File: src/rtl/ldst_issue_queue.sv
// In-order load/store issue queue feeding the memory access unit.
// Ports: dispatch_* in (valid/ready), wb_* wakeup bus, issue_* out, count_o.
module ldst_issue_queue #(
   parameter int ENTRY_NUM = 4,
   parameter int DATA_LEN  = 32,
   parameter int TAG_LEN   = 6
) (
   input  logic                         clk_i,
   input  logic                         reset_i,
   input  logic                         kill_i,
   input  logic                         dispatch_valid_i,
   output logic                         dispatch_ready_o,
   input  logic [DATA_LEN-1:0]          dispatch_src1_i,
   input  logic                         dispatch_src1_rdy_i,
   input  logic [DATA_LEN-1:0]          dispatch_src2_i,
   input  logic                         dispatch_src2_rdy_i,
   input  logic [DATA_LEN-1:0]          dispatch_imm_i,
   input  logic                         dispatch_if_write_rrf_i,
   input  logic [TAG_LEN-1:0]           dispatch_rrf_tag_i,
   input  logic                         wb_valid_i,
   input  logic [TAG_LEN-1:0]           wb_tag_i,
   input  logic [DATA_LEN-1:0]          wb_data_i,
   input  logic                         issue_stall_i,
   output logic                         issue_o,
   output logic [DATA_LEN-1:0]          src1_o,
   output logic [DATA_LEN-1:0]          src2_o,
   output logic [DATA_LEN-1:0]          imm_o,
   output logic                         if_write_rrf_o,
   output logic [TAG_LEN-1:0]           rrf_tag_o,
   output logic [$clog2(ENTRY_NUM):0]   count_o
);

   localparam int PTR_W = $clog2(ENTRY_NUM);
   localparam int CNT_W = PTR_W + 1;

   logic [ENTRY_NUM-1:0] r_valid;
   logic [ENTRY_NUM-1:0] r_rdy1;
   logic [ENTRY_NUM-1:0] r_rdy2;
   logic [ENTRY_NUM-1:0] r_wr;
   logic [DATA_LEN-1:0]  r_src1 [ENTRY_NUM];
   logic [DATA_LEN-1:0]  r_src2 [ENTRY_NUM];
   logic [DATA_LEN-1:0]  r_imm  [ENTRY_NUM];
   logic [TAG_LEN-1:0]   r_tag  [ENTRY_NUM];
   logic [PTR_W-1:0]     r_head;
   logic [PTR_W-1:0]     r_tail;
   logic [CNT_W-1:0]     r_count;

   logic w_disp;
   logic w_cap1;
   logic w_cap2;
   logic w_head_rdy;

   // No bypass when full: readiness depends only on stored occupancy.
   assign dispatch_ready_o = (r_count != CNT_W'(ENTRY_NUM)) & ~kill_i;
   assign w_disp = dispatch_valid_i & dispatch_ready_o;

   // A source whose producer broadcasts in the dispatch cycle is captured now.
   assign w_cap1 = ~dispatch_src1_rdy_i & wb_valid_i &
                   (dispatch_src1_i[TAG_LEN-1:0] == wb_tag_i);
   assign w_cap2 = ~dispatch_src2_rdy_i & wb_valid_i &
                   (dispatch_src2_i[TAG_LEN-1:0] == wb_tag_i);

   assign w_head_rdy = r_valid[r_head] & r_rdy1[r_head] & r_rdy2[r_head];
   assign issue_o    = w_head_rdy & ~issue_stall_i & ~kill_i;

   assign src1_o         = r_src1[r_head];
   assign src2_o         = r_src2[r_head];
   assign imm_o          = r_imm[r_head];
   assign if_write_rrf_o = r_wr[r_head];
   assign rrf_tag_o      = r_tag[r_head];
   assign count_o        = r_count;

   always_ff @(posedge clk_i or posedge reset_i) begin
      if (reset_i) begin
         r_valid <= '0;
         r_rdy1  <= '0;
         r_rdy2  <= '0;
         r_wr    <= '0;
         for (int i = 0; i < ENTRY_NUM; i++) begin
            r_src1[i] <= '0;
            r_src2[i] <= '0;
            r_imm[i]  <= '0;
            r_tag[i]  <= '0;
         end
         r_head  <= '0;
         r_tail  <= '0;
         r_count <= '0;
      end else if (kill_i) begin
         r_valid <= '0;
         r_head  <= '0;
         r_tail  <= '0;
         r_count <= '0;
      end else begin
         // Wakeup of waiting sources from the writeback bus.
         for (int i = 0; i < ENTRY_NUM; i++) begin
            if (wb_valid_i && r_valid[i]) begin
               if (!r_rdy1[i] && r_src1[i][TAG_LEN-1:0] == wb_tag_i) begin
                  r_src1[i] <= wb_data_i;
                  r_rdy1[i] <= 1'b1;
               end
               if (!r_rdy2[i] && r_src2[i][TAG_LEN-1:0] == wb_tag_i) begin
                  r_src2[i] <= wb_data_i;
                  r_rdy2[i] <= 1'b1;
               end
            end
         end
         if (issue_o) begin
            r_valid[r_head] <= 1'b0;
            r_head          <= r_head + PTR_W'(1);
         end
         // The tail slot is always free here, so it never collides with wakeup.
         if (w_disp) begin
            r_valid[r_tail] <= 1'b1;
            r_src1[r_tail]  <= w_cap1 ? wb_data_i : dispatch_src1_i;
            r_rdy1[r_tail]  <= dispatch_src1_rdy_i | w_cap1;
            r_src2[r_tail]  <= w_cap2 ? wb_data_i : dispatch_src2_i;
            r_rdy2[r_tail]  <= dispatch_src2_rdy_i | w_cap2;
            r_imm[r_tail]   <= dispatch_imm_i;
            r_wr[r_tail]    <= dispatch_if_write_rrf_i;
            r_tag[r_tail]   <= dispatch_rrf_tag_i;
            r_tail          <= r_tail + PTR_W'(1);
         end
         unique case ({w_disp, issue_o})
            2'b10:   r_count <= r_count + CNT_W'(1);
            2'b01:   r_count <= r_count - CNT_W'(1);
            default: r_count <= r_count;
         endcase
      end
   end

endmodule

File: config.mk
export PLATFORM = sky130hd
export DESIGN_NAME = ldst_issue_queue
export DESIGN_NICKNAME = d
export VERILOG_FILES = /design/src/rtl/ldst_issue_queue.sv
export SDC_FILE = /design/constraint.sdc
export NUM_CORES = 2
export LEC_CHECK = 0
export CORE_MARGIN = 2
export CORE_UTILIZATION = 50
export CTS_CLUSTER_SIZE = 28
export DETAILED_ROUTE_END_ITERATION = 12
export GPL_TIMING_DRIVEN = 0
export PLACE_DENSITY = 0.73
export SYNTH_ARGS = -nofsm -noshare
export SYNTH_HDL_FRONTEND = slang
export SYNTH_SLANG_ARGS = --single-unit
File: constraint.sdc
create_clock -name clk_i -period 20.8 [get_ports clk_i]
set_clock_uncertainty 0.15 [all_clocks]
set_input_delay 4.16 -clock clk_i [delete_from_list [all_inputs] [get_ports clk_i]]
set_output_delay 4.16 -clock clk_i [all_outputs]
set_load 0.02 [all_outputs]
# After elaboration in Yosys (flattened, before gate mapping)
# Index checks and enable logic that the tools add are counted.
word_totals:
  ff_bits: 431
  elab_cells: 194
  in_bits: 149
classes:
  n_reduce_logical: 27
  mux: 99
  n_bitwise: 21
  n_lt_le_gt_ge: 7
  n_addsub: 4
  n_eq_ne: 13
op_table:
  columns: ["cell", "n"]
  rows:
  - ["two-way mux 32 bit", 33]
  - ["bitwise mux 128 bit", 3]
  - ["two-way mux 128 bit", 2]
  - ["binary-select mux 32 bit (select 2 bit)", 3]
  - ["demux 32 bit (select 2 bit)", 1]
  - ["== test 6 bit", 10]
  - ["two-way mux 1 bit", 30]
  - ["bitwise mux 24 bit", 1]
  - ["two-way mux 4 bit", 6]
  - ["two-way mux 6 bit", 3]
  - ["logical AND 1 bit", 15]
  - ["binary-select mux 6 bit (select 2 bit)", 1]
  - ["bitwise mux 4 bit", 3]
  - ["demux 6 bit (select 2 bit)", 1]
  - ["bitwise AND 1 bit", 10]
  - ["binary-select mux 1 bit (select 2 bit)", 4]
  - ["logical NOT 1 bit", 8]
  - ["two-way mux 2 bit", 4]
  - [">= comparator 3 bit, second input constant", 2]
  - ["less-than comparator 2 x 3 -> 1 bit, second input constant", 2]
  - ["NOT 2 -> 3 bit", 2]
  - ["one-hot mux 3 bit (2 select lines)", 1]
  - ["adder 2 x 1 -> 2 bit, second input constant", 2]
  - ["bitwise AND 4 bit", 1]
  - ["other kinds (16)", 23]

# Depth between registers and ports, before layout
logic_depth:
  ltp_word: 11
  mapped_depth: 10

# Worst setup path after synthesis
# OpenSTA, ideal clock, no wires.
synth_path:
  path_type: "in2out"
  from: "in kill_i"
  to: "out dispatch_ready_o"
  arrival_ns: 5.237
  setup_slack_ns: 11.253
  path_stages: 5
  n_path_buf: 3
  required_time_ns: 16.490
  path_cell_list: "buf_2 clkbuf_1 clkbuf_1 inv_1 and2_1"
synth_via:
  elab_chain_len: 2
synth_lines:
  columns: ["element", "line", "text"]
  rows:
  - ["start, declared", "10", "input logic kill_i,"]
  - ["NOT 1 bit (no line)", null, null]
  - ["bitwise AND 1 bit", "54", "assign dispatch_ready_o = (r_count != CNT_W'(ENTRY_NUM)) & ~kill_i;"]
  - ["end, declared", "12", "output logic dispatch_ready_o,"]
# Every way passes these cells.

# Worst setup path in the final report
layout_path:
  from: "in issue_stall_i"
  to: "out issue_o"
layout_via:
  elab_chain_len: 3
layout_lines:
  columns: ["element", "line", "text"]
  rows:
  - ["start, declared", "23", "input logic issue_stall_i,"]
  - ["NOT 1 bit", "64", "assign issue_o = w_head_rdy & ~issue_stall_i & ~kill_i;"]
  - ["bitwise AND 1 bit (2 in series)", "64", null]
  - ["end, declared", "24", "output logic issue_o,"]
# Every way passes these cells.

==> flow_summary.ini <==
[floorplan]
die-area_um2 = 45100
initial_core_util_pct = 50.5
ios = 257
die_w_um = 212
core_area_um2 = 43000
row_count = 76
fp.dieH_um = 212

[yosys]
synth_edf_count = 0
async_flop_share_pct = 100
avgSynthCellArea_um2 = 10.9
synthTopCellsByArea = dfrtp_1 (50%), mux4_2 (11%), nand2_1 (8.3%), a221oi_1 (4.6%), a222oi_1 (4.4%)
syn_inst = 1996
synth_flop_cell = dfrtp_1
ys_warn_count = 0
syn-cell-area_um2 = 21700
synth_fp_nets = 2154
synth_top_area_share_pct = 49.7
ys_seq_area_share_pct = 49.7
synth-seq-cells = 431
synth_commonest_cells = nand2_1 (480), dfrtp_1 (431), nor2_1 (178)
yosysMostFrequentCell = nand2_1
yosysUniqueCellTypes = 51
synth_top_cell_by_area = dfrtp_1

[sta]
finalCritPeriodShare_pct = 50.9
clock.fmax_mhz = 94.5
worst_slew_pin_slew_ps = 1150
slew_viol_final = 0
tns_ps = 0
slew_headroom_pct = 23.4
finalHoldViolCount = 0
period_needed_ps = 10580
rsz0062_at_grt = no
setup_viol = 0

[pwr]
cellPowerDensity_nw_per_um2 = 111
vdd_drop_max_mv = 0.0680
p_leak_nw = 12.2
fin_total_pwr_mw = 2.95

[global_route]
grt_pass1_wl_mm = 112
grt_max_degree = 120
grt_overflow = 0
grt_antenna_before_repair = 2
grt_use_total_pct = 33.1
first_global_vias = 19209

[clock_tree]
cts.path.max_buffers = 3
cts_root_buffer = clkbuf_16
clkLatencyLatePin_ps = 600
path_clk_slew_ps = 60
cts.sinks = 431
ctsResizeCount = 0
cts_setup_buffers = 0
cts_buffers = 48
cts_hold_buf = 0
cts_tree = done
htree_levels = 2

[setup_path]
crit_buf_inv = 2
cpLargestDelayFamily = buffers and inverters
crit_fanout = 9
worst_ep_arrival_time_ps = 6270
timing.rr.start = r_head[0]$_DFFE_PP0P_
r2r_cells = 9
critical_path_class = in2out
endpoint_kind = output pin
rr_endpoint = count_o[1]$_DFFE_PP0P_
cp_slowest_cell = clkdlybuf4s50_1
path_cells = clkdlybuf4s50_1 > a211oi_1 > nor2_1 > nor2_1 > clkdlybuf4s50_1
slowest_delay_ps = 640
r2r_slack_ps = 17480
start_kind = input pin
crit_required_ps = 16490

[detailed_routing]
num_vias = 18970
drtIter0Drc = 2715
drc = 0
drtAntennaViolNets = 0
wl_per_cell_um = 25.3
via_per_inst = 6.49
drt_first_pass_iters = 9
finalWirelength_mm = 74.1

[hold_path]
min_to = r_imm[54]$_DFFE_PP0P_
min_path_cells = 2
hold_start = r_imm[54]$_DFFE_PP0P_
worst_hold_path_type = reg2reg

[final_layout]
syn_to_final_growth_pct = 23.2
drive_gt1_share_pct = 12.8
nNetsFinal = 2458
nFillCells = 3491

[placed_design]
place.gp.congestion = 0.924
place_hpwl_mm = 50.6
io_buffers = 250

[status]
status = finished, final reports clean

[job]
maxCapViolCount = 0
-- power breakdown --
group | internal (mW) | switching, mW
Sequential | 1.10 | 0.164
Clock | 0.538 | 0.367
Combinational | 0.392 | 0.393
-- logic make-up after synthesis --
family,share of synthesized area [%]
compound gates,13.7
buf+inv,5.42
flops,49.7
fa+ha+maj,0.554
simple gates,14.2
xor+xnor,2.54
mux,13.9
-- worst register-to-register path, cell delays in order (launching register included) --
cell,delay [ps]
dfrtp_1,390
clkbuf_1,410
nand4_1,160
a211oi_1,490
nor2_1,310
nor2_1,240
and2_1,170
fa_1,430
a221oi_1,300
a311oi_1,90
-- how the worst max path moves through the flow --
stage / start / end / slack, ps / cells past startpoint
finish: issue_stall_i / issue_o / 10220 / 5
floorplan: reset_i / count_o[0]$_DFFE_PP0P_ / 4490 / 1
global placement: reset_i / r_src2[48]$_DFFE_PP0N_ / -340 / 2
detailed placement: kill_i / dispatch_ready_o / 10260 / 6
CTS: kill_i / dispatch_ready_o / 10260 / 6
global route: issue_stall_i / issue_o / 10060 / 5
-- stage by stage --
stage          worst slack (ps)  cells  utilization, %  area [µm²]  hold WS (ps)
3_3_place_gp               -342   2831            58.0       24900           303
2_1_floorplan              4490   1996               -       21700           290
6_report                  10220   2924            62.2       26700           322
3_5_place_dp              10260   2835            58.3       25000           307
4_1_cts                   10260   2923            62.2       26700           321
5_1_grt                   10060   2923            62.2       26700           336
-- cells in the final DEF, fill, tap and decap left out, types with 3 or more instances in the layout --
master and n:
a21o_1 3, a21oi_1 16, a221oi_1 114, a221oi_2 43, a222oi_1 96, a2bb2oi_1 7
and3_1 5, buf_1 13, buf_16 4, buf_2 36, buf_4 10, buf_6 12
bufinv_16 5, clkbuf_1 102, clkbuf_16 49, clkbuf_8 11, clkdlybuf4s50_1 250, clkinv_2 5
clkinvlp_4 5, dfrtp_1 431, ha_1 8, inv_1 103, mux2i_1 69, mux4_2 103
nand2_1 480, nand2b_1 3, nand3_1 12, nand4_1 5, nand4b_1 3, nor2_1 178
nor3_1 39, nor3_2 3, nor4_1 6, o21ai_0 11, o41ai_4 3, or4_4 3
xnor2_1 17, xor2_1 46
-- state kept, by name (all words and copies together), names as in the netlist --
name / cells
r_imm: 128
r_src1: 128
r_src2: 128
r_tag: 24
r_rdy1: 4
r_rdy2: 4
r_valid: 4
r_wr: 4
count_o: 3
r_head: 2
r_tail: 2
-- area by class of cell --
class | instances | area [µm²] | area share (%)
Sequential cell | 431 | 10800 | 40.4
Multi-Input combinational cell | 1298 | 9730 | 36.4
Timing Repair Buffer | 254 | 2610 | 9.78
Clock buffer | 70 | 1420 | 5.30
Buffer | 163 | 785 | 2.94
Tap cell | 585 | 732 | 2.74
Inverter | 104 | 398 | 1.49
Clock inverter | 18 | 262 | 0.979
Antenna cell | 1 | 2.50 | 0.00937
-- metal layers --
layer  wire length [µm]  global-route usage, %  share of wire (%)
met5                 12                      0              0.016
met4               3820                   18.0                5.2
met3               7890                   7.44                 11
met2              34500                   51.4                 47
met1              27900                   43.5                 38
(Power assumes the default switching activity.)
